**src/rtl/light_timer.sv**
```systemverilog
`timescale 1ns/1ps
`default_nettype none
// ============================================================================
// Module   : light_timer
// Brief    : Per-phase countdown timer for a traffic-light controller.
//            A prescaler divides sys_clk to a 1 s tick. The phase duration
//            (green/yellow/red) counts down on each tick, and expiry of the
//            phase is flagged with a single-cycle pulse. The timer reloads
//            and repeats until the FSM selects a different phase.
// Revision : 1.0 - initial release
// ============================================================================
module light_timer #(
    parameter int          CLK_DIV = 50_000_000,  // sys_clk cycles per 1 s tick (>= 2)
    parameter logic [3:0]  G_T     = 4'd10,       // green duration, seconds
    parameter logic [3:0]  Y_T     = 4'd5,        // yellow duration, seconds
    parameter logic [3:0]  R_T     = 4'd15        // red duration, seconds
) (
    input  logic        sys_clk,
    input  logic        sys_rst_n,    // synchronous, active-high despite the name
    input  logic [2:0]  light_ctrl,
    input  logic        timer_en,
    output logic        sys_clk_1s,
    output logic [3:0]  light_t,
    output logic        phase_done
);

    // ------------------------------------------------------------------------
    // Constants
    // ------------------------------------------------------------------------
    localparam int unsigned PW = (CLK_DIV > 1) ? $clog2(CLK_DIV) : 1;

    localparam logic [PW-1:0] C_PRESC_MAX  = PW'(CLK_DIV - 1);
    localparam logic [PW-1:0] C_PRESC_ZERO = '0;
    localparam logic [PW-1:0] C_PRESC_ONE  = PW'(1);

    localparam logic [2:0] C_CTRL_IDLE = 3'b000;
    localparam logic [2:0] C_CTRL_G    = 3'b001;
    localparam logic [2:0] C_CTRL_Y    = 3'b010;
    localparam logic [2:0] C_CTRL_R    = 3'b100;

    localparam logic [1:0] ST_IDLE  = 2'd0;
    localparam logic [1:0] ST_RUN   = 2'd1;
    localparam logic [1:0] ST_PAUSE = 2'd2;

    // Duration for a normalised phase code. IDLE maps to 1 so the FSM sees
    // an expiry on every tick; a zero-length parameter is stretched to 1 so
    // the countdown never reaches 0.
    function automatic logic [3:0] f_duration(input logic [2:0] code);
        logic [3:0] v;
        case (code)
            C_CTRL_G: v = G_T;
            C_CTRL_Y: v = Y_T;
            C_CTRL_R: v = R_T;
            default:  v = 4'd1;
        endcase
        if (v == 4'd0) begin
            v = 4'd1;
        end
        return v;
    endfunction

    // ------------------------------------------------------------------------
    // Registers and next-state wires
    // ------------------------------------------------------------------------
    logic [PW-1:0] r_presc;
    logic [PW-1:0] w_presc_nxt;
    logic [2:0]    r_ctrl;
    logic [1:0]    r_state;
    logic [1:0]    w_state_nxt;
    logic [3:0]    r_light;
    logic [3:0]    w_light_nxt;
    logic          r_tick;
    logic          r_done;
    logic          w_done_nxt;

    logic [2:0]    w_ctrl_norm;
    logic          w_change;
    logic          w_tick;

    // Collapse illegal phase codes onto IDLE and detect a phase change.
    always_comb begin
        case (light_ctrl)
            C_CTRL_G: w_ctrl_norm = C_CTRL_G;
            C_CTRL_Y: w_ctrl_norm = C_CTRL_Y;
            C_CTRL_R: w_ctrl_norm = C_CTRL_R;
            default:  w_ctrl_norm = C_CTRL_IDLE;
        endcase
        w_change = (w_ctrl_norm != r_ctrl);
        w_tick   = timer_en && (r_presc == C_PRESC_MAX);
    end

    // Prescaler: counts while enabled, wraps at the tick, restarts on a phase change.
    always_comb begin
        w_presc_nxt = r_presc;
        if (w_change) begin
            w_presc_nxt = C_PRESC_ZERO;
        end else if (timer_en) begin
            w_presc_nxt = w_tick ? C_PRESC_ZERO : (r_presc + C_PRESC_ONE);
        end
    end

    // Phase FSM: IDLE whenever no valid phase is requested, otherwise RUN/PAUSE follows timer_en.
    always_comb begin
        w_state_nxt = r_state;
        if (w_ctrl_norm == C_CTRL_IDLE) begin
            w_state_nxt = ST_IDLE;
        end else begin
            case (r_state)
                ST_IDLE:  w_state_nxt = timer_en ? ST_RUN : ST_IDLE;
                ST_RUN:   w_state_nxt = timer_en ? ST_RUN : ST_PAUSE;
                ST_PAUSE: w_state_nxt = timer_en ? ST_RUN : ST_PAUSE;
                default:  w_state_nxt = ST_IDLE;
            endcase
        end
    end

    // Countdown: a phase change loads the new duration and overrides any
    // same-cycle tick; otherwise a tick decrements, or at 1 (or in IDLE)
    // flags expiry and reloads the current phase.
    always_comb begin
        w_light_nxt = r_light;
        w_done_nxt  = 1'b0;
        if (w_change) begin
            w_light_nxt = f_duration(w_ctrl_norm);
        end else if (w_tick) begin
            if ((r_state == ST_RUN) && (r_light > 4'd1)) begin
                w_light_nxt = r_light - 4'd1;
            end else begin
                w_done_nxt  = 1'b1;
                w_light_nxt = f_duration(r_ctrl);
            end
        end
    end

    // State and output registers with synchronous reset.
    always_ff @(posedge sys_clk) begin
        if (sys_rst_n) begin
            r_presc <= C_PRESC_ZERO;
            r_ctrl  <= C_CTRL_IDLE;
            r_state <= ST_IDLE;
            r_light <= 4'd1;
            r_tick  <= 1'b0;
            r_done  <= 1'b0;
        end else begin
            r_presc <= w_presc_nxt;
            r_ctrl  <= w_ctrl_norm;
            r_state <= w_state_nxt;
            r_light <= w_light_nxt;
            r_tick  <= w_tick;
            r_done  <= w_done_nxt;
        end
    end

    assign sys_clk_1s = r_tick;
    assign light_t    = r_light;
    assign phase_done = r_done;

endmodule
`default_nettype wire

```
**config.mk**
```make
export PLATFORM = sky130hd
export DESIGN_NAME = light_timer
export DESIGN_NICKNAME = d
export VERILOG_FILES = /design/src/rtl/light_timer.sv
export SDC_FILE = /design/constraint.sdc
export NUM_CORES = 1
export LEC_CHECK = 0
export ABC_AREA = 1
export BUFFER_PORTS_ARGS = -buffer_cell sky130_fd_sc_hd__buf_2
export CORE_ASPECT_RATIO = 0.75
export CORE_MARGIN = 2
export CORE_UTILIZATION = 61
export DETAILED_ROUTE_END_ITERATION = 8
export PLACE_DENSITY = 0.81
export SYNTH_ARGS = -nofsm -noshare
export SYNTH_HDL_FRONTEND = slang
export SYNTH_SLANG_ARGS = --single-unit
```
**constraint.sdc**
```tcl
create_clock -name sys_clk -period 1.8 [get_ports sys_clk]
set_clock_uncertainty 0.05 [all_clocks]
set_input_delay 0.36 -clock sys_clk [delete_from_list [all_inputs] [get_ports sys_clk]]
set_output_delay 0.36 -clock sys_clk [all_outputs]
set_load 0.005 [all_outputs]
```
======== Word-level counts from Yosys, hierarchy flattened ========
Cells that the tools add are included.
Widths: inputs -> output; s select.
word-level totals
  register bits after elaboration ......... 37
  latch bits .............................. 0
  memory bits (writable) .................. 0
  memory bits (read-only) ................. 0
  input port bits ......................... 6
  output and inout port bits .............. 6
  word-level logic and storage cells ...... 51
  memories ................................ 0
operators by class
  add/subtract/negate cells ............... 2
  multiply operators ...................... 0
  divide/modulo/power cells ............... 0
  magnitude comparators ................... 1
  equal/unequal tests ..................... 13
  shift-type cells ........................ 0
  multiplexer cells ....................... 17
  bitwise operators ....................... 1
  reductions and logical operators ........ 11
operators by type and width
  kind                   number
  $mux 4                 9
  $add 26x1->26 const B  1
  $eq 26x26->1 const B   1
  $mux 26                1
  $pmux 4 s3             2
  $eq 3x1->1 const B     3
  $eq 3x2->1 const B     3
  $eq 3x3->1 const B     3
  $pmux 3 s3             1
  $logic_not 4->1        2
  $reduce_or 2->1        3
  $gt 4x1->1 const B     1
  $pmux 2 s2             1
  $sub 4x1->4 const B    1
  $logic_not 3->1        1
  $ne 3x3->1             1
  $reduce_or 3->1        1
  $eq 2x1->1 const B     1
  $eq 2x2->1 const B     1
  $logic_and 1x1->1      2
  $logic_not 2->1        1
  $mux 1                 2
  $mux 2                 1
  $reduce_bool 2->1      1
  $not 1->1              1

======== Logic depth before layout (Yosys ltp) ========
  word-level depth ........................ 10
  gate-level depth with buffers ........... 13
  mapped depth without buffers ............ 13

======== Worst setup path before layout ========
Ideal clock, no wire load.
  path type ............................... reg-to-reg
  start ................................... register r_presc[0]
  end ..................................... register r_presc[16]
  library setup time ...................... 0.114 ns
  arrival ................................. 1.396 ns
  data required time ...................... 1.636 ns
  slack ................................... 0.239 ns
  cell stages (with the launch flop) ...... 10
  path buffers ............................ 0
  clock period less this slack ............ 1.561 ns
  cell sequence ........................... dfxtp_1 ha_1 nand2_1 nor2_1 nand2_1 nor2_1 nand2_1 nor2_1 xor2_1 nor2_1
between the ends
  longest elaborated chain between the ends .. 3
  elaborated cells on any way between the ends .. 4
  classes of those cells .................. add/sub (1); eq/ne (1); mux (1); reduce/logical (1)
ends and longest elaborated chain
  element                                                                RTL line  source
  start, declared                                                        65        logic [PW-1:0] r_presc;
  start signal, assigned                                                 145       r_presc <= w_presc_nxt;
  parallel branches: the longest is 2 deep, another holds $add 26x1->26  -
  $mux 26 (*)                                                            98        w_presc_nxt = w_tick ? C_PRESC_ZERO : (r_presc + C_PRESC_ONE);
Every way passes the cells marked *.
A chain may end at the register's enable or synchronous reset.

======== Worst setup path after layout ========
  start ................................... register r_presc[1]
  end ..................................... register r_presc[16]
Same word-level chain as after synthesis.

==> metrics.md <==
| Metric | Value |
|---|---|
| Iter 0 DRT Violations | 153 |
| DR vias/cell | 5.11 |
| Post-DP HPWL | 3990 um |
| Leak | 1.08 nW |
| Mapped Area | 2230 um2 |
| Flops & latches, synth | 37 |
| P&R area growth vs syn | 14.1% |
| Peak supply drop | 0.603 mV |
| Layout Nets | 389 |
| CTS clk-pin slew, worst paths | 0.09 ns |
| Setup Crit Path Kind | flop to flop |
| CP Launch Type | flop |
| Routed Antenna Nets | 0 |
| Routed via count | 2,188 |
| Worst path cell trace | ha_1 -> nand2_1 -> nor2_1 -> nand2_1 -> nor2_1 -> nand2_1 -> nor2_1 -> xor2_1 -> nor2_1 |
| Detailed Routing Iterations Pass 1 | 5 |
| Multi-input logic area | 1320 um2 |
| CTS buffer count | 5 |
| Final Wtd Congestion | 0.919 |
| Sequential area share after synthesis | 33.2% |
| PD cells | 706 nW/um2 |
| Least-Margin Pin Slew | 0.347 ns |
| Reg2Reg Setup Slack | 0.15 ns |
| Core ar. | 3400 um2 |
| Final Hold Viols | 0 |
| Critical Path AT | 1.80 ns |
| Minimum hold slack | 0.334 ns |
| Syn. warnings | 0 |
| Initial antenna violation count | 0 |
| Skew-Pair Late Insertion Delay | 0.31 ns |
| Setup Fix Bufs, Post-CTS | 0 |
| Drt wl/cell | 12.1 um |
| Final worst-path cycle share | 91.6% |
| RR Endpoint | r_presc[16] |
| Die area | 4160 um2 |
| Max-slew violations | 0 |
| Worst-path fanout max | 3 |
| Slowest CP cell | dfxtp_1 |
| Tmin final | 1.65 ns |
| CP Launch Point | r_presc[1] |
| Sink Count | 37 |
| Total GRT Usage | 27.5% |
| RSZ-0062 raised after global routing | false |
| Wire length of the first global-routing pass | 8790 um |
| FF-to-FF path depth | 9 |
| R2R Path Start | r_presc[1] |
| Drt drc | 0 |
| Cell Rows | 18 |
| Crit path capture type | flop |
| Max Freq | 606 MHz |
| Vias in the first global route | 1,943 |
| Worst setup path end | r_presc[16] |
| Syn avg cell area | 6.35 um2 |
| Post-CTS Hold Fix Bufs | 0 |
| Final setup violation count | 0 |
| Share of cells above drive strength 1 | 14.3% |
| GR Overflow Total | 0 |
| Register Area | 744 um2 |
| I/O Pins | 12 |
| Die H | 56.4 um |
| Post_cts resized | 0 |
| Port bufs | 11 |
| Synth cell types | 26 |
| Number of H-tree levels | 2 |
| Setup TNS | 0 ns |
| Root buf cell | clkbuf_8 |
| Die X | 73.8 um |
| Hold/Removal Path Class | input pin to flop |
| Rel. slew slack | 76.6% |
| Crit path required time | 1.95 ns |
| Max_cap viols | 0 |
| Crit path largest cell delay | 0.36 ns |
| Post-Route WL | 5180 um |
| TritonCTS clock tree | built |
| Max Buffers Root-to-Sink | 2 |
| Starting Density | 65.6% |
| Most Frequent Cell on Critical Path | nor2_1 |
| N_diodes | 0 |
| Status | completed |
| Net count after synthesis | 363 |
| Largest net degree at the start of global routing | 15 |
| Post-Syn Instances | 351 |
| Fillers | 287 |
## flip-flops by register name (all words and copies together) (netlist names)
register	cells
light_t	4
phase_done	1
r_ctrl	3
r_presc	26
r_state	2
sys_clk_1s	1
## how the worst min path moves through the flow
stage | startpoint | to | slack (ns) | depth (start not counted)
detailed placement | r_presc[0] | r_presc[0] | 0.43 | 2
floorplan | sys_rst_n | r_ctrl[0] | 0.38 | 1
global route | sys_rst_n | r_ctrl[2] | 0.35 | 2
finish | sys_rst_n | r_ctrl[2] | 0.33 | 2
CTS | sys_rst_n | r_ctrl[2] | 0.34 | 2
global placement | r_presc[0] | r_presc[0] | 0.43 | 2
## where the power goes
part	internal, W	switching [W]
Clock	0.000415	0.000338
Sequential	0.000832	0.0000158
Combinational	0.0000674	0.000129
Total	0.00131	0.000483
## layer usage
metal  track usage, %  share of wire (%)  vias up
met5                0                  0        -
met4             9.87                1.9        0
met3             6.82                6.4       14
met2             38.1                 41       63
met1             40.8                 51      964
li1                 -                  -     1147
## cell families (layout without fill, tap and decap cells)
| kind of cell | after synthesis | after routing | share of synthesized area (%) |
|---|---|---|---|
| AND/OR/NAND/NOR | 235 | 235 | 46.4 |
| adder cells (fa/ha/maj) | 6 | 6 | 3.37 |
| XOR/XNOR | 11 | 11 | 5.16 |
| flip-flops | 37 | 37 | 33.2 |
| AO/OA/AOI/OAI | 15 | 15 | 3.59 |
| buffers and inverters | 47 | 74 | 8.30 |
## area by class of cell
type | count | area share, %
sequential | 37 | 29.3
clock buffer | 5 | 2.70
tap | 50 | 2.46
inverter | 45 | 6.64
clock inverter | 3 | 1.82
multi-input combinational | 267 | 52.0
timing repair buffer | 21 | 5.11
## stage by stage
stage | instance area [um2] | cells | total power, W | setup slack [ns] | utilization (%)
3_3_place_gp | 2410 | 420 | 0.00105 | 0.0960 | 70.8
5_1_grt | 2540 | 428 | 0.00186 | 0.00361 | 74.8
4_1_cts | 2520 | 428 | 0.00180 | 0.154 | 74.1
6_report | 2540 | 428 | 0.00180 | 0.151 | 74.8
2_1_floorplan | 2230 | 351 | 0.00100 | 0.239 | -
3_5_place_dp | 2410 | 420 | 0.00106 | 0.0449 | 70.8
## cells in the final DEF (no fill, tap or decap), drive strengths merged, types with 3 or more instances in the layout
master,instances
a21oi,3
buf,21
clkbuf,5
dfxtp,37
ha,6
inv,45
nand2,100
nand3,38
nand4,6
nor2,80
nor3,8
o21ai,10
xor2,10
## cell usage after synthesis
library cell	count	area [um2]
inv_1	44	165
xnor2_1	1	8.76
nor2_4	1	11.3
nor2_2	8	50.1
o21bai_1	1	7.51
nor3b_1	1	7.51
nor2_8	1	20.0
xor2_1	9	78.8
nand4_1	6	37.5
o21ai_0	10	50.1
nand2_2	4	25.0
inv_2	1	3.75
ha_1	6	75.1
buf_6	1	11.3
a21o_1	1	7.51
nor2_1	70	263
nand2_4	2	22.5
nand3_1	38	190
nand2_1	94	353
dfxtp_1	37	741
nor4_1	1	6.26
xor2_4	1	27.5
nor3_1	8	40.0
nand3b_1	1	7.51
buf_2	1	5.00
a21oi_1	3	15.0
## critical path: cells and delay by family (launching register included)
| kind | cells | cell delay [ns] |
|---|---|---|
| xor gates and xnor gates | 1 | 0.15 |
| adders and majority gates | 1 | 0.18 |
| DFF | 1 | 0.36 |
| and+or+nand+nor | 7 | 0.78 |
(Power assumes the default switching activity.)
